--- config.mk ---
export PLATFORM = sky130hd
export DESIGN_NAME = mips_mc_control
export DESIGN_NICKNAME = d
export VERILOG_FILES = /design/src/rtl/mips_pkg.sv /design/src/rtl/mips_mc_outdec.sv /design/src/rtl/mips_mc_control.sv
export SDC_FILE = /design/constraint.sdc
export NUM_CORES = 1
export LEC_CHECK = 0
export CAP_MARGIN = 20
export CORE_MARGIN = 2
export CORE_UTILIZATION = 40
export CTS_CLUSTER_DIAMETER = 200
export DETAILED_ROUTE_END_ITERATION = 8
export MAX_ROUTING_LAYER = met4
export PLACE_DENSITY = 0.91
export SYNTH_ARGS = -nofsm -noshare
export SYNTH_HDL_FRONTEND = slang
export SYNTH_SLANG_ARGS = --single-unit
--- constraint.sdc ---
create_clock -name clk -period 3.6 [get_ports clk]
set_clock_uncertainty 0.05 [all_clocks]
set_input_delay 0.72 -clock clk [delete_from_list [all_inputs] [get_ports clk]]
set_output_delay 0.72 -clock clk [all_outputs]
set_load 0.02 [all_outputs]
--- src/rtl/mips_pkg.sv ---
// Shared definitions for the multicycle MIPS control path.
// Contents: opcode constants, FSM state encoding, mux-select encodings,
// the packed control word driven by the output decoder, and an opcode
// legality helper.
package mips_pkg;

   // Opcodes (instruction bits [31:26])
   localparam logic [5:0] OP_RTYPE = 6'b000000;
   localparam logic [5:0] OP_LW    = 6'b100011;
   localparam logic [5:0] OP_SW    = 6'b101011;
   localparam logic [5:0] OP_BEQ   = 6'b000100;
   localparam logic [5:0] OP_ADDI  = 6'b001000;
   localparam logic [5:0] OP_J     = 6'b000010;

   // FSM states; the numeric values are visible on state_dbg
   typedef enum logic [3:0] {
      S_START   = 4'd0,
      S_FETCH   = 4'd1,
      S_DECODE  = 4'd2,
      S_MEMADR  = 4'd3,
      S_MEMRD   = 4'd4,
      S_MEMWB   = 4'd5,
      S_MEMWR   = 4'd6,
      S_EXECUTE = 4'd7,
      S_ALUWB   = 4'd8,
      S_BRANCH  = 4'd9,
      S_ADDIEX  = 4'd10,
      S_ADDIWB  = 4'd11,
      S_JUMP    = 4'd12
   } state_t;

   // ALU-B mux selects
   localparam logic [1:0] ALUB_REG   = 2'd0;
   localparam logic [1:0] ALUB_FOUR  = 2'd1;
   localparam logic [1:0] ALUB_IMM   = 2'd2;
   localparam logic [1:0] ALUB_IMMSH = 2'd3;

   // PC-source mux selects (3 is reserved)
   localparam logic [1:0] PCS_ALU    = 2'd0;
   localparam logic [1:0] PCS_ALUOUT = 2'd1;
   localparam logic [1:0] PCS_JUMP   = 2'd2;

   // ALU operation classes
   localparam logic [1:0] ALUOP_ADD   = 2'd0;
   localparam logic [1:0] ALUOP_SUB   = 2'd1;
   localparam logic [1:0] ALUOP_FUNCT = 2'd2;

   // Datapath control word (everything except illegal_op and state_dbg)
   typedef struct packed {
      logic       pc_write;
      logic       branch;
      logic       iord;
      logic       mem_write;
      logic       ir_write;
      logic       reg_dst;
      logic       mem_to_reg;
      logic       reg_write;
      logic       alu_src_a;
      logic [1:0] alu_src_b;
      logic [1:0] alu_op;
      logic [1:0] pc_src;
   } ctrl_t;

   function automatic logic is_legal(input logic [5:0] op);
      return (op == OP_RTYPE) || (op == OP_LW) || (op == OP_SW) ||
             (op == OP_BEQ) || (op == OP_ADDI) || (op == OP_J);
   endfunction

endpackage

--- src/rtl/mips_mc_outdec.sv ---
// Combinational state -> control-word decoder for the multicycle MIPS FSM.
// Ports:
//   state     in   current FSM state encoding
//   mem_ready in   memory handshake, qualifies the FETCH PC/IR loads
//   ctrl      out  datapath enables and mux selects
module mips_mc_outdec
   import mips_pkg::*;
(
   input  logic [3:0] state,
   input  logic       mem_ready,
   output ctrl_t      ctrl
);

   always_comb begin
      ctrl = '0;
      case (state_t'(state))
         S_FETCH: begin
            // IR and PC+4 only commit once the instruction word is on the bus
            ctrl.iord      = 1'b0;
            ctrl.alu_src_a = 1'b0;
            ctrl.alu_src_b = ALUB_FOUR;
            ctrl.alu_op    = ALUOP_ADD;
            ctrl.pc_src    = PCS_ALU;
            ctrl.ir_write  = mem_ready;
            ctrl.pc_write  = mem_ready;
         end
         S_DECODE: begin
            // Branch target precompute: PC + (imm << 2)
            ctrl.alu_src_a = 1'b0;
            ctrl.alu_src_b = ALUB_IMMSH;
            ctrl.alu_op    = ALUOP_ADD;
         end
         S_MEMADR, S_ADDIEX: begin
            ctrl.alu_src_a = 1'b1;
            ctrl.alu_src_b = ALUB_IMM;
            ctrl.alu_op    = ALUOP_ADD;
         end
         S_MEMRD: begin
            ctrl.iord = 1'b1;
         end
         S_MEMWB: begin
            ctrl.reg_dst    = 1'b0;
            ctrl.mem_to_reg = 1'b1;
            ctrl.reg_write  = 1'b1;
         end
         S_MEMWR: begin
            ctrl.iord      = 1'b1;
            ctrl.mem_write = 1'b1;
         end
         S_EXECUTE: begin
            ctrl.alu_src_a = 1'b1;
            ctrl.alu_src_b = ALUB_REG;
            ctrl.alu_op    = ALUOP_FUNCT;
         end
         S_ALUWB: begin
            ctrl.reg_dst    = 1'b1;
            ctrl.mem_to_reg = 1'b0;
            ctrl.reg_write  = 1'b1;
         end
         S_BRANCH: begin
            ctrl.alu_src_a = 1'b1;
            ctrl.alu_src_b = ALUB_REG;
            ctrl.alu_op    = ALUOP_SUB;
            ctrl.pc_src    = PCS_ALUOUT;
            ctrl.branch    = 1'b1;
         end
         S_ADDIWB: begin
            ctrl.reg_dst    = 1'b0;
            ctrl.mem_to_reg = 1'b0;
            ctrl.reg_write  = 1'b1;
         end
         S_JUMP: begin
            ctrl.pc_src   = PCS_JUMP;
            ctrl.pc_write = 1'b1;
         end
         default: ctrl = '0;  // S_START and unused encodings
      endcase
   end

endmodule

--- src/rtl/mips_mc_control.sv ---
// Main control FSM for the multicycle MIPS datapath.
// Holds the state register and next-state logic; the per-state control word
// comes from mips_mc_outdec.
// Ports:
//   clk, rst        clock (rising edge), synchronous active-high reset
//   opcode          IR[31:26]
//   mem_ready       memory access completes this cycle
//   pc_write, branch, iord, mem_write, ir_write, reg_dst, mem_to_reg,
//   reg_write, alu_src_a, alu_src_b, alu_op, pc_src   datapath controls
//   illegal_op      one-cycle pulse in DECODE on an unsupported opcode
//   state_dbg       current state encoding
module mips_mc_control
   import mips_pkg::*;
#(
   parameter int unsigned OPW = 6,
   parameter int unsigned STW = 4
) (
   input  logic           clk,
   input  logic           rst,
   input  logic [OPW-1:0] opcode,
   input  logic           mem_ready,
   output logic           pc_write,
   output logic           branch,
   output logic           iord,
   output logic           mem_write,
   output logic           ir_write,
   output logic           reg_dst,
   output logic           mem_to_reg,
   output logic           reg_write,
   output logic           alu_src_a,
   output logic [1:0]     alu_src_b,
   output logic [1:0]     alu_op,
   output logic [1:0]     pc_src,
   output logic           illegal_op,
   output logic [STW-1:0] state_dbg
);

   state_t state_q, state_d;
   ctrl_t  ctrl;

   always_ff @(posedge clk) begin
      if (rst) begin
         state_q <= S_START;
      end else begin
         state_q <= state_d;
      end
   end

   always_comb begin
      state_d = S_START;
      case (state_q)
         S_START:  state_d = S_FETCH;
         S_FETCH:  state_d = mem_ready ? S_DECODE : S_FETCH;
         S_DECODE: begin
            if ((opcode == OP_LW) || (opcode == OP_SW)) begin
               state_d = S_MEMADR;
            end else if (opcode == OP_RTYPE) begin
               state_d = S_EXECUTE;
            end else if (opcode == OP_BEQ) begin
               state_d = S_BRANCH;
            end else if (opcode == OP_ADDI) begin
               state_d = S_ADDIEX;
            end else if (opcode == OP_J) begin
               state_d = S_JUMP;
            end else begin
               state_d = S_FETCH;
            end
         end
         // IR is frozen outside FETCH, so only lw/sw can reach here
         S_MEMADR:  state_d = (opcode == OP_SW) ? S_MEMWR : S_MEMRD;
         S_MEMRD:   state_d = mem_ready ? S_MEMWB : S_MEMRD;
         S_MEMWB:   state_d = S_FETCH;
         S_MEMWR:   state_d = mem_ready ? S_FETCH : S_MEMWR;
         S_EXECUTE: state_d = S_ALUWB;
         S_ALUWB:   state_d = S_FETCH;
         S_BRANCH:  state_d = S_FETCH;
         S_ADDIEX:  state_d = S_ADDIWB;
         S_ADDIWB:  state_d = S_FETCH;
         S_JUMP:    state_d = S_FETCH;
         default:   state_d = S_START;
      endcase
   end

   mips_mc_outdec u_outdec (
      .state     (state_q),
      .mem_ready (mem_ready),
      .ctrl      (ctrl)
   );

   assign pc_write   = ctrl.pc_write;
   assign branch     = ctrl.branch;
   assign iord       = ctrl.iord;
   assign mem_write  = ctrl.mem_write;
   assign ir_write   = ctrl.ir_write;
   assign reg_dst    = ctrl.reg_dst;
   assign mem_to_reg = ctrl.mem_to_reg;
   assign reg_write  = ctrl.reg_write;
   assign alu_src_a  = ctrl.alu_src_a;
   assign alu_src_b  = ctrl.alu_src_b;
   assign alu_op     = ctrl.alu_op;
   assign pc_src     = ctrl.pc_src;

   assign illegal_op = (state_q == S_DECODE) && !is_legal(opcode);
   assign state_dbg  = STW'(state_q);

endmodule

==> insert_results.sql <==
INSERT INTO impl_metrics (metric_group, metric, value, unit) VALUES
('hold_path', 'holdCritPathClass', 'reg2reg', ''),
('cts', 'clock_latency_on_the_worst_skew_pair', '0.23', 'ns'),
('cts', 'cts_hold_buffers', '0', ''),
('cts', 'clock-sinks', '4', ''),
('sta', 'worst_pin_slew', '0.526', 'ns'),
('cts', 'ctsHtreeMaxLevel', '1', ''),
('setup_path', 'cp-start-kind', 'input pin', ''),
('placement', 'dp_cells', '114', ''),
('route', 'avgViaCountPerCell', '5.22', ''),
('sta', 'setup-violations-final', '0', ''),
('floorplan', 'std_cell_rows', '13', ''),
('placement', 'dp_hpwl', '1.02', 'mm'),
('setup_path', 'ff2ff_setup_slack', '1.88', 'ns'),
('cts', 'clock_tree.root_cell', 'sky130_fd_sc_hd__clkbuf_4', ''),
('route', 'drt-total-wl', '1.32', 'mm'),
('setup_path', 'worst-path-max-fanout', '6', ''),
('route', 'number_of_nets_still_failing_antenna_checks_after_routing', '0', ''),
('power', 'leakage', '0.293', 'nW'),
('grt', 'grt_max_degree', '16', ''),
('synthesis', 'flip_flop_and_latch_count_after_synthesis', '4', ''),
('floorplan', 'die_width', '40.2', 'um'),
('synthesis', 'postSynthCellCount', '77', ''),
('layout', 'multi_input_comb_area', '408', 'sq um'),
('job', 'max_cap_violations', '0', ''),
('route', 'drt_drc_violations_left', '0', ''),
('synthesis', 'yosys.cell_types.count', '32', ''),
('floorplan', 'dieArea', '1620', 'sq um'),
('grt', 'first_global_vias', '478', ''),
('synthesis', 'yosysWarnings', '0', ''),
('grt', 'grtUsageTotal', '0.182', ''),
('sta', 'period_share', '0.893', ''),
('sta', 'worst_slew_margin_rel', '0.649', ''),
('layout', 'drive_above_1_share', '0.0588', ''),
('grt', 'grt_antenna_before_repair', '0', ''),
('layout', 'utilization', '0.641', ''),
('cts', 'cts_repair_resize_count', '0', ''),
('synthesis', 'synth.avg_cell_area', '6.81', 'sq um'),
('synthesis', 'synth_async_sr_flop_share', '0', ''),
('setup_path', 'timing.critical_path.to_type', 'output port', ''),
('sta', 'tns', '0', 'ns'),
('placement', 'placement.io_buffers', '28', ''),
('run_status', 'run_status', 'complete, no violations', ''),
('placement', 'gp_congestion', '0.796', ''),
('cts', 'total_clock_buffers_created_by_cts', '3', ''),
('route', 'num_vias', '611', ''),
('setup_path', 'timing.critical_path.required', '2.83', 'ns'),
('synthesis', 'ys_seq_area_frac', '0.153', ''),
('grt', 'globalRoute.totalOverflow', '0', ''),
('setup_path', 'critical_path_arrival', '2.44', 'ns'),
('synthesis', 'synth_fp_nets', '86', ''),
('sta', 'timing.final.crit_period', '3.21', 'ns'),
('layout', 'fin_area', '813', 'sq um'),
('sta', 'final.setup.worst_slack', '0.386', 'ns'),
('synthesis', 'yosys_most_used_dff', 'sky130_fd_sc_hd__dfxtp_1', ''),
('layout', 'final_nets', '113', ''),
('layout', 'final-seq-area', '80.1', 'sq um'),
('route', 'drt_iter0_drc', '6', ''),
('layout', 'n_antenna_cell', '0', ''),
('synthesis', 'synthesis.area', '524', 'sq um'),
('placement', 'placed_area', '791', 'sq um'),
('sta', 'timing.fmax', '0.311', 'GHz'),
('sta', 'final_max_slew_viol_count', '0', ''),
('grt', 'grt_pass1_wl', '1.98', 'mm'),
('setup_path', 'timing.setup.critical_path_class', 'in2out', ''),
('power', 'powerDensity', '222', 'nW/um^2'),
('sta', 'rsz0062_at_grt', 'no', ''),
('layout', 'layout.cells.non_filler', '117', ''),
('floorplan', 'floorplan.die.height', '40.2', 'um'),
('layout', 'filler_cell_count', '130', ''),
('cts', 'cts_max_path_bufs', '2', ''),
('route', 'routedWlPerCell', '11.3', 'um'),
('floorplan', 'initial_utilization', '0.413', ''),
('cts', 'cts_tree', 'yes', ''),
('layout', 'post_synthesis_to_final_layout_area_growth', '55.1', '%'),
('synthesis', 'number_of_enable_type_register_cells_in_the_synthesized_netlist', '0', ''),
('power', 'max-vdd-ir-drop', '0.215', 'mV'),
('sta', 'report.final.hold_viol_count', '0', ''),
('cts', 'clk_pin_slew_worst_paths', '0.04', 'ns'),
('floorplan', 'fp.coreArea', '1270', 'sq um'),
('floorplan', 'design.portCount', '29', ''),
('route', 'firstDrtPassIters', '4', ''),
('layout', 'largest_register_ff_count', '4', ''),
('placement', 'post-place-ws', '0.373', 'ns'),
('cts', 'cts_post_setup_buffers_inserted', '0', '');
[stage by stage]
step                hold slack (ns)  power, mW
floorplan                     0.694     0.0938
global placement              0.618      0.124
detailed placement            0.618      0.126
CTS                           0.628      0.183
global route                  0.679      0.193
finish                        0.625      0.181
[worst max-delay path, stage by stage]
cell and delay [ns]:
sky130_fd_sc_hd__clkdlybuf4s50_1 0.59, sky130_fd_sc_hd__nand3_1 0.15, sky130_fd_sc_hd__o31ai_1 0.34, sky130_fd_sc_hd__nor2_1 0.10
sky130_fd_sc_hd__clkdlybuf4s50_1 0.55
[metal layers]
layer | track usage | up-vias | share of wire
met3 | 0.0500 | 0 | 0.047
met5 | - | - | 0
li1 | - | 324 | -
met2 | 0.310 | 19 | 0.47
met1 | 0.228 | 268 | 0.49
met4 | 0 | 0 | 0
[final timing paths]
check | startpoint | to | cells after the start
min reg2reg | state_dbg[1]$_SDFF_PP0_ | state_dbg[3]$_SDFF_PP0_ | 2
max | opcode[1] | illegal_op | 5
min | state_dbg[1]$_SDFF_PP0_ | state_dbg[3]$_SDFF_PP0_ | 2
max reg2reg | state_dbg[1]$_SDFF_PP0_ | state_dbg[3]$_SDFF_PP0_ | 4
[synthesized netlist by cell type (2+ instances only)]
cell type                  instances  share of area
sky130_fd_sc_hd__a21oi_1           2          0.019
sky130_fd_sc_hd__nand2_1           8          0.057
sky130_fd_sc_hd__nand3_1           2          0.019
sky130_fd_sc_hd__clkbuf_1          3          0.021
sky130_fd_sc_hd__or3_1             3          0.036
sky130_fd_sc_hd__nand2b_1          6          0.072
sky130_fd_sc_hd__dfxtp_1           4           0.15
sky130_fd_sc_hd__nand3b_1          2          0.029
sky130_fd_sc_hd__mux2i_1           3          0.057
sky130_fd_sc_hd__buf_2             2          0.019
sky130_fd_sc_hd__or2_2             2          0.024
sky130_fd_sc_hd__a21boi_0          3          0.043
sky130_fd_sc_hd__o21ai_0           5          0.048
sky130_fd_sc_hd__nor2_1           14           0.10
[power breakdown]
| group | switching, mW | leakage [nW] | total, mW | internal, mW |
|---|---|---|---|---|
| registers | 0.00956 | 0.0327 | 0.0566 | 0.0470 |
| logic | 0.0327 | 0.247 | 0.0688 | 0.0361 |
| clock network | 0.0182 | 0.0138 | 0.0555 | 0.0373 |
| total | 0.0604 | 0.293 | 0.181 | 0.120 |
[layout make-up]
cell class	count	area share
tap	15	0.0231
sequential	4	0.0985
multi-input combinational	66	0.502
clock buffer	3	0.0277
timing repair buffer	28	0.345
inverter	1	0.00462
[cells in the final DEF (no fill, tap or decap), types with 2 or more instances in the layout]
cell,count
sky130_fd_sc_hd__or3_1,3
sky130_fd_sc_hd__nand2_1,8
sky130_fd_sc_hd__nand3_1,2
sky130_fd_sc_hd__o21ai_0,5
sky130_fd_sc_hd__clkbuf_4,3
sky130_fd_sc_hd__a21boi_0,3
sky130_fd_sc_hd__mux2i_1,3
sky130_fd_sc_hd__clkdlybuf4s50_1,28
sky130_fd_sc_hd__or2_2,2
sky130_fd_sc_hd__nand2b_1,6
sky130_fd_sc_hd__dfxtp_1,4
sky130_fd_sc_hd__nand3b_1,2
sky130_fd_sc_hd__nor2_1,14
sky130_fd_sc_hd__a21oi_1,2
[cells by family (layout without fill, tap and decap cells)]
group | after synthesis | count (layout) | share of synthesized area
AO/OA/AOI/OAI | 19 | 19 | 0.243
XOR/XNOR | 2 | 2 | 0.0334
adder cells (fa/ha/maj) | 1 | 1 | 0.0191
buffers and inverters | 7 | 32 | 0.0692
flip-flops | 4 | 4 | 0.153
multiplexers | 3 | 3 | 0.0573
AND/OR/NAND/NOR | 41 | 41 | 0.425
Note: power is estimated with default switching activity, not from simulation.
